--- config.mk ---
export PLATFORM = sky130hd
export DESIGN_NAME = pagerank_stream_scheduler
export DESIGN_NICKNAME = d
export VERILOG_FILES = /design/src/rtl/pagerank_stream_scheduler.sv
export SDC_FILE = /design/constraint.sdc
export NUM_CORES = 1
export LEC_CHECK = 0
export CELL_PAD_IN_SITES_DETAIL_PLACEMENT = 1
export CELL_PAD_IN_SITES_GLOBAL_PLACEMENT = 1
export CORE_UTILIZATION = 43
export CTS_CLUSTER_SIZE = 25
export DETAILED_ROUTE_END_ITERATION = 6
export PLACE_DENSITY_LB_ADDON = 0.15
export SYNTH_ARGS = -nofsm -noshare
export SYNTH_HDL_FRONTEND = slang
export SYNTH_SLANG_ARGS = --single-unit
--- constraint.sdc ---
create_clock -name clock -period 2.85 [get_ports clock]
set_input_delay 0.57 -clock clock [delete_from_list [all_inputs] [get_ports clock]]
set_output_delay 0.57 -clock clock [all_outputs]
set_load 0.03 [all_outputs]
--- src/rtl/pagerank_stream_scheduler.sv ---
// pagerank_stream_scheduler
// Drives one PageRank iteration through the shared accumulate/damp/delta datapath.
// Every partition engine is granted once per iteration, in round-robin order, for a
// fixed-length burst. The stream is framed with stream_start/stream_done, and the
// block then waits for the datapath to call for another iteration or report convergence.
module pagerank_stream_scheduler #(
    parameter int NUM_PARTITIONS = 4,
    parameter int BURST_LEN      = 32,
    parameter int TIMEOUT        = 255
) (
    input  logic                              clock,
    input  logic                              reset,
    input  logic                              start,
    input  logic [NUM_PARTITIONS-1:0]         part_req,
    input  logic [NUM_PARTITIONS-1:0]         part_beat_valid,
    output logic [NUM_PARTITIONS-1:0]         part_grant,
    output logic [$clog2(NUM_PARTITIONS)-1:0] stream_sel,
    output logic                              stream_valid,
    output logic                              stream_start,
    output logic                              stream_done,
    input  logic                              next_iteration,
    input  logic                              pagerank_complete,
    output logic [NUM_PARTITIONS-1:0]         served_mask,
    output logic [31:0]                       iteration_count,
    output logic                              busy,
    output logic                              done,
    output logic                              timeout_err
);

    localparam int SEL_W  = $clog2(NUM_PARTITIONS);
    localparam int BEAT_W = $clog2(BURST_LEN + 1);
    localparam int IDLE_W = $clog2(TIMEOUT + 1);

    typedef enum logic [2:0] {
        S_IDLE,
        S_ARB,
        S_BURST,
        S_WAIT_DP,
        S_FINISHED
    } state_t;

    state_t                    state;
    state_t                    state_next;
    logic [SEL_W-1:0]          rr_ptr;
    logic [SEL_W-1:0]          rr_after;
    logic [SEL_W-1:0]          pick_idx;
    logic [SEL_W-1:0]          cand;
    logic                      pick_found;
    logic [NUM_PARTITIONS-1:0] eligible;
    logic                      all_served;
    logic                      start_ok;
    logic                      beat_accept;
    logic                      last_beat;
    logic                      idle_abort;
    logic                      first_beat;
    logic [BEAT_W-1:0]         beat_cnt;
    logic [IDLE_W-1:0]         idle_cnt;

    assign eligible    = part_req & ~served_mask;
    assign all_served  = &served_mask;
    assign start_ok    = start && (state == S_IDLE || state == S_FINISHED);
    assign beat_accept = (state == S_BURST) && part_beat_valid[stream_sel];
    assign last_beat   = beat_accept && (beat_cnt == BEAT_W'(BURST_LEN - 1));
    assign idle_abort  = (state == S_BURST) && !part_beat_valid[stream_sel]
                         && (idle_cnt == IDLE_W'(TIMEOUT - 1));
    assign rr_after    = (stream_sel == SEL_W'(NUM_PARTITIONS - 1)) ? '0 : stream_sel + SEL_W'(1);

    // Round-robin pick: first eligible engine at or after the pointer, wrapping around.
    always_comb begin
        pick_found = 1'b0;
        pick_idx   = '0;
        cand       = '0;
        for (int k = 0; k < NUM_PARTITIONS; k++) begin
            cand = SEL_W'((int'(rr_ptr) + k) % NUM_PARTITIONS);
            if (!pick_found && eligible[cand]) begin
                pick_found = 1'b1;
                pick_idx   = cand;
            end
        end
    end

    // State register; reset aborts any burst in flight.
    always_ff @(posedge clock or posedge reset) begin
        if (reset) begin
            state <= S_IDLE;
        end else begin
            state <= state_next;
        end
    end

    // Next-state: completion has priority over next_iteration while waiting on the datapath.
    always_comb begin
        state_next = state;
        case (state)
            S_IDLE, S_FINISHED: begin
                if (start) state_next = S_ARB;
            end
            S_ARB: begin
                if (all_served)      state_next = S_WAIT_DP;
                else if (pick_found) state_next = S_BURST;
            end
            S_BURST: begin
                if (last_beat || idle_abort) state_next = S_ARB;
            end
            S_WAIT_DP: begin
                if (pagerank_complete)   state_next = S_FINISHED;
                else if (next_iteration) state_next = S_ARB;
            end
            default: state_next = S_IDLE;
        endcase
    end

    // Stream framing and status outputs decoded from the current state and beat.
    always_comb begin
        stream_valid = beat_accept;
        stream_start = beat_accept && first_beat;
        stream_done  = (state == S_ARB) && all_served;
        busy         = (state != S_IDLE) && (state != S_FINISHED);
        done         = (state == S_FINISHED);
    end

    // Grant, counters, served bookkeeping and sticky error; the grant drops the cycle after a burst ends.
    always_ff @(posedge clock or posedge reset) begin
        if (reset) begin
            part_grant      <= '0;
            stream_sel      <= '0;
            rr_ptr          <= '0;
            served_mask     <= '0;
            iteration_count <= '0;
            timeout_err     <= 1'b0;
            first_beat      <= 1'b0;
            beat_cnt        <= '0;
            idle_cnt        <= '0;
        end else begin
            if (start_ok) begin
                served_mask     <= '0;
                iteration_count <= '0;
                timeout_err     <= 1'b0;
                first_beat      <= 1'b1;
            end
            case (state)
                S_ARB: begin
                    if (!all_served && pick_found) begin
                        part_grant <= NUM_PARTITIONS'(1) << pick_idx;
                        stream_sel <= pick_idx;
                        beat_cnt   <= '0;
                        idle_cnt   <= '0;
                    end
                end
                S_BURST: begin
                    if (beat_accept) begin
                        first_beat <= 1'b0;
                        idle_cnt   <= '0;
                        if (last_beat) begin
                            served_mask[stream_sel] <= 1'b1;
                            rr_ptr                  <= rr_after;
                            part_grant              <= '0;
                            beat_cnt                <= '0;
                        end else begin
                            beat_cnt <= beat_cnt + BEAT_W'(1);
                        end
                    end else if (idle_abort) begin
                        timeout_err <= 1'b1;
                        rr_ptr      <= rr_after;
                        part_grant  <= '0;
                        beat_cnt    <= '0;
                        idle_cnt    <= '0;
                    end else begin
                        idle_cnt <= idle_cnt + IDLE_W'(1);
                    end
                end
                S_WAIT_DP: begin
                    if (!pagerank_complete && next_iteration) begin
                        served_mask     <= '0;
                        iteration_count <= iteration_count + 32'd1;
                        first_beat      <= 1'b1;
                    end
                end
                default: ;
            endcase
        end
    end

endmodule

==> metrics.cfg, run 1 <==
[drt]
via_per_inst = 5.80
avgRoutedWirePerCell_um = 17.9
vias = 3064
drc = 0
dr.pass1.iters = 4
finalWirelength_um = 9430
drt_iter0_markers = 112
detail-route-antenna-nets = 0

[floorplanning]
dieHeight_um = 90.2
row_count = 31
fp.dieW_um = 90.2
core-area_mm2 = 0.00737
start_util_pct = 45.3
die_area_mm2 = 0.00813
io_pins = 61

[place]
gp_congestion = 0.816
dp_hpwl_um = 6910
port_buffers = 60
placement.cell_area_mm2 = 0.00412

[clocking]
clk_path_buf_depth = 2
clk_latency_ns = 0.35
cts.sinks = 63
cts-htree-levels = 3
hold_buffers = 0
cts_tree = built
root_buffer = clkbuf_8
clk_pin_slew_ns = 0.07
numCtsBuffers = 9

[logic_synthesis]
syn_area_mm2 = 0.00334
syn_nets = 372
synth.top_cells.by_area = dfrtp_1 47%, nand2_1 4.4%, nor2_1 3.9%
seq_area_frac_synth_pct = 47.2
synth_flop_cell = dfrtp_1
ys_warn_count = 0
synthCells = 351
synth.distinct_cells = 52
async_flop_share_pct = 100
ys_ff_latch = 63
yosys.area.top_type_share_pct = 47.2
synth_top_area_cell = dfrtp_1
synth_edf_count = 0
postSynthAreaPerCell_um2 = 9.52

[finish]
drive_above_1_share_pct = 9.79
nFillCells = 832
area_growth_pct = 30.3
utilization_pct = 59.1
diodes = 0
regArea_mm2 = 0.00158
final_nets = 446
postLayoutCellArea_mm2 = 0.00435
multiInputGateArea_mm2 = 0.00167

[worst_setup_path]
cp_slowest_stage_delay_ns = 0.75
endpoint_kind = output pin
worst-path-stages = 3
worstPathArrival_ns = 2.09
path_max_fanout = 5
path_class = reg2out
critical_path.top_delay_family = buffers and inverters
reg2reg_depth = 5
cp.buffers_inverters = 1
required_ns = 2.28
path_cells = nand4_1 > nor4b_1 > clkdlybuf4s50_1
cp_slowest_cell = clkdlybuf4s50_1
startpoint_type = flop

[power]
vdd_drop_max_uv = 533
total_leakage_power_nw = 1.87
totalPowerFinal_mw = 2.93
power_density_mw_per_mm2 = 673

[sta]
fin_crit_ns = 2.66
max_freq_mhz = 376
fin_hold_ws_ns = 0.479
finalHoldViolations = 0
slew_headroom_pct = 58.9
post-route-period-util_pct = 93.2
setup_violations = 0
tightest_slew_ns = 0.616
rsz0062_at_grt = false
maxSlewViolCount = 0
setup-tns-final_ns = 0
clock_skew_ns = 0.00853

[global_route]
track_usage_pct = 25.1
gr-total-overflow = 0
grt_pass1_wl_um = 16200
grt_antenna_before_repair = 0
grt_start_max_net_pins = 38
grt_pass1_vias = 3308

[worst_hold_path]
whs_path_depth = 2
hp-class = reg2reg

[outcome]
status = complete, no violations

[run]
cap_viol_max_count = 0

worst register-to-register path, cell delays in order (launching register included):
cell and delay, ns:
dfrtp_1 0.48, nand4bb_4 0.34, nor4_4 0.36, nand4_2 0.33, o311ai_1 0.36, o41ai_1 0.16
logic make-up (layout without fill, tap and decap cells):
group	after synthesis	in the layout	share of synthesized area, %
multiplexers	13	13	4.42
AND/OR/NAND/NOR	161	161	25.8
flip-flops	63	63	47.2
adder cells (fa/ha/maj)	8	8	3.00
AO/OA/AOI/OAI	71	71	13.8
XOR/XNOR	11	11	2.88
buffers and inverters	24	102	2.92
state kept, by name (all words and copies together), names as in the netlist:
name,flops
beat_cnt,6
first_beat,1
idle_cnt,8
iteration_count,32
part_grant,4
rr_ptr,2
served_mask,4
state,3
stream_sel,2
timeout_err,1
what timing repair did:
item / CTS / global route
hold endpoints to repair: 0 / 0
setup buffers: 0 / 0
endpoints found under the setup margin: 0 / 1
gates resized for setup: 0 / 1
per-layer routing:
| layer | vias to the layer above | wire length (um) | GRT usage (%) |
|---|---|---|---|
| li1 | 1418 | - | - |
| met1 | 1552 | 3990 | 29.6 |
| met2 | 73 | 4840 | 43.6 |
| met3 | 21 | 373 | 5.41 |
| met4 | 0 | 231 | 11.6 |
| met5 | - | 0 | 0 |
cell usage after synthesis, drive strengths merged (9+ instances only):
cell type and n:
dfrtp 63, inv 16, nand2 39, nand2b 9
nand3 24, nand4 16, nor2 35, o21ai 26
o31ai 9
where the power goes:
part | leakage, nW | total (mW) | switching, mW | internal, mW
clock | 0.118 | 0.910 | 0.352 | 0.558
combinational | 0.887 | 0.907 | 0.544 | 0.362
sequential | 0.865 | 1.11 | 0.126 | 0.989
total | 1.87 | 2.93 | 1.02 | 1.91
path summary, 6_finish.rpt:
kind,from,end,slack [ns]
max reg2reg,state[2],iteration_count[31],0.68
max in group asynchronous,reset,served_mask[0],1.60
min in group asynchronous,reset,beat_cnt[2],0.62
min reg2reg,timeout_err,timeout_err,0.48
min,timeout_err,timeout_err,0.48
max,served_mask[1],stream_done,0.19
layout by cell type (no fill, tap or decap), types with 9 or more instances in the layout:
cell type        instances
nand2_1                 39
o31ai_1                  9
inv_1                   15
nor2_1                  35
nand4_1                 15
dfrtp_1                 63
nand3_1                 23
o21ai_0                 24
buf_4                   11
clkdlybuf4s50_1         58
clkbuf_8                12
nand2b_1                 9
stage by stage:
step	std cells	setup slack, ns
final	528	0.193
after global routing	528	0.0278
after CTS	528	0.0205
after detailed placement	513	0.0133
after global placement	513	0.0258
after floorplan	351	0.517
layout make-up:
cell class                      count  area share, %
Inverter                           16           1.38
Sequential cell                    63           36.2
Clock buffer                       12           3.79
Multi-Input combinational cell    264           38.3
Timing Repair Buffer               71           16.0
Clock inverter                      3           1.49
Tap cell                           99           2.84
Note: power is estimated with default switching activity, not from simulation.
==> inputs of run 2 (changes only) <==
--- a/config.mk
+++ b/config.mk
@@ -11,6 +11,7 @@
 export CTS_CLUSTER_SIZE = 25
 export DETAILED_ROUTE_END_ITERATION = 6
 export PLACE_DENSITY_LB_ADDON = 0.15
+export REMOVE_ABC_BUFFERS = 1
 export SYNTH_ARGS = -nofsm -noshare
 export SYNTH_HDL_FRONTEND = slang
 export SYNTH_SLANG_ARGS = --single-unit
==> run 2 against run 1 <==
Effect of this change: clock skew up 0.0018 ns; via count is 2.7% lower; clock power is 5.3% higher; die area did not move; sequential power hardly changed; register-to-register slack better by 0.03 ns.
==> metrics.cfg, run 2 (synthesis gave the netlist of run 1 again) <==
[finish]
utilization_pct = 59.4
final_cell_mix = 63 x dfrtp_1, 59 x clkdlybuf4s50_1, 39 x nand2_1, 35 x nor2_1, 24 x o21ai_0
final_common_cell = dfrtp_1
largest_reg_flops = 32
top_regs = iteration_count x32, idle_cnt x8, beat_cnt x6
diodes = 0
top_register = iteration_count
area_growth_pct = 31.0
final_nets = 447
drive_above_1_share_pct = 10.4
postLayoutCellArea_mm2 = 0.00438

[worst_setup_path]
path_class = in2out
path_max_fanout = 2
ff2ff_setup_slack_ns = 0.71
worst_r2r_endpoint = iteration_count[30]
startpoint_type = input pin
worstPathArrival_ns = 2.20
reg2reg_depth = 6
reg2reg_from = iteration_count[0]
endpoint_kind = output pin
required_ns = 2.28

[drt]
dr.pass1.iters = 4
vias = 2981
avgRoutedWirePerCell_um = 17.0
detail-route-antenna-nets = 0
drc = 0
finalWirelength_um = 9020
drt_iter0_markers = 70
via_per_inst = 5.62

[global_route]
gr-total-overflow = 0
grt_pass1_vias = 3079
track_usage_pct = 23.5
grt_pass1_wl_um = 15300
grt_antenna_before_repair = 0
grt_start_max_net_pins = 64

[run]
cap_viol_max_count = 0

[worst_hold_path]
whs_path_depth = 2
hp-class = reg2reg
hp-start = timeout_err
holdPathEnd = timeout_err

[power]
vdd_drop_max_uv = 411
power_density_mw_per_mm2 = 680
total_leakage_power_nw = 1.86

[floorplanning]
start_util_pct = 45.3
dieHeight_um = 90.2
fp.dieW_um = 90.2
core-area_mm2 = 0.00737
die_area_mm2 = 0.00813
io_pins = 61
row_count = 31

[sta]
rsz0062_at_grt = false
tightest_slew_ns = 0.609
setup-tns-final_ns = 0
fin_crit_ns = 2.77
post-route-period-util_pct = 97.1
clock_skew_ns = 0.0104
maxSlewViolCount = 0
finalHoldViolations = 0
max_freq_mhz = 362
worst_slack_ns = 0.0839
setup_violations = 0
slew_headroom_pct = 59.1

[clocking]
cts-htree-levels = 3
root_buffer = clkbuf_8
numCtsBuffers = 9
clk_pin_slew_ns = 0.07
clk_latency_ns = 0.34
cts_tree = built
clk_path_buf_depth = 2
cts.sinks = 63

[place]
port_buffers = 60
gp_congestion = 0.873
post-place-ws_ns = 0.0711
dp_hpwl_um = 6490
placement.cell_area_mm2 = 0.00413

[outcome]
status = complete, no violations

## run 2: report_power, final
group	total [mW]	leakage [nW]	switching [mW]	internal [mW]
Sequential	1.13	0.865	0.139	0.989
Combinational	0.892	0.878	0.526	0.365
Clock	0.958	0.122	0.356	0.602
Total	2.98	1.86	1.02	1.96
## run 2: routing by layer
layer	global-route usage [%]	wire, um	part of all wire (%)
met2	42.0	4700	52
met5	0	0	0
met1	28.8	3960	44
met3	2.96	226	2.5
met4	9.14	136	1.5
## run 2: what timing repair did
item                       CTS  global route
buffers inserted             0             0
setup endpoints to repair    0             1
hold buffers                 0             0
resized for setup            0             1
## run 2: cell type report
type | count | area [um2]
tap | 99 | 124
multi-input combinational | 264 | 1670
fill | 853 | 2990
clock buffer | 10 | 138
timing repair buffer | 72 | 701
inverter | 16 | 60.1
sequential | 63 | 1580
clock inverter | 6 | 108
## run 2: how the worst max path moves through the flow
stage                                  start  slack, ns      endpoint
after CTS                 part_beat_valid[3]       0.07  stream_valid
after global routing      part_beat_valid[0]       0.03  stream_valid
final                     part_beat_valid[3]       0.08  stream_valid
after detailed placement  part_beat_valid[3]       0.07  stream_valid
after global placement    part_beat_valid[3]       0.09  stream_valid
after floorplan               served_mask[1]       0.52   stream_done
## run 2: per-stage QoR
step	instances	hold WS, ns	total power [mW]
final	530	0.494	2.98
after global routing	530	0.514	3.14
after CTS	530	0.499	3.00
after detailed placement	514	0.484	2.03
after global placement	514	0.472	2.00
after floorplan	343	0.461	1.64
## run 2: worst max-delay path, stage by stage
cell	delay, ns
clkdlybuf4s50_1	0.39
mux4_2	0.48
nand2_1	0.11
inv_1	0.06
clkdlybuf4s50_1	0.59
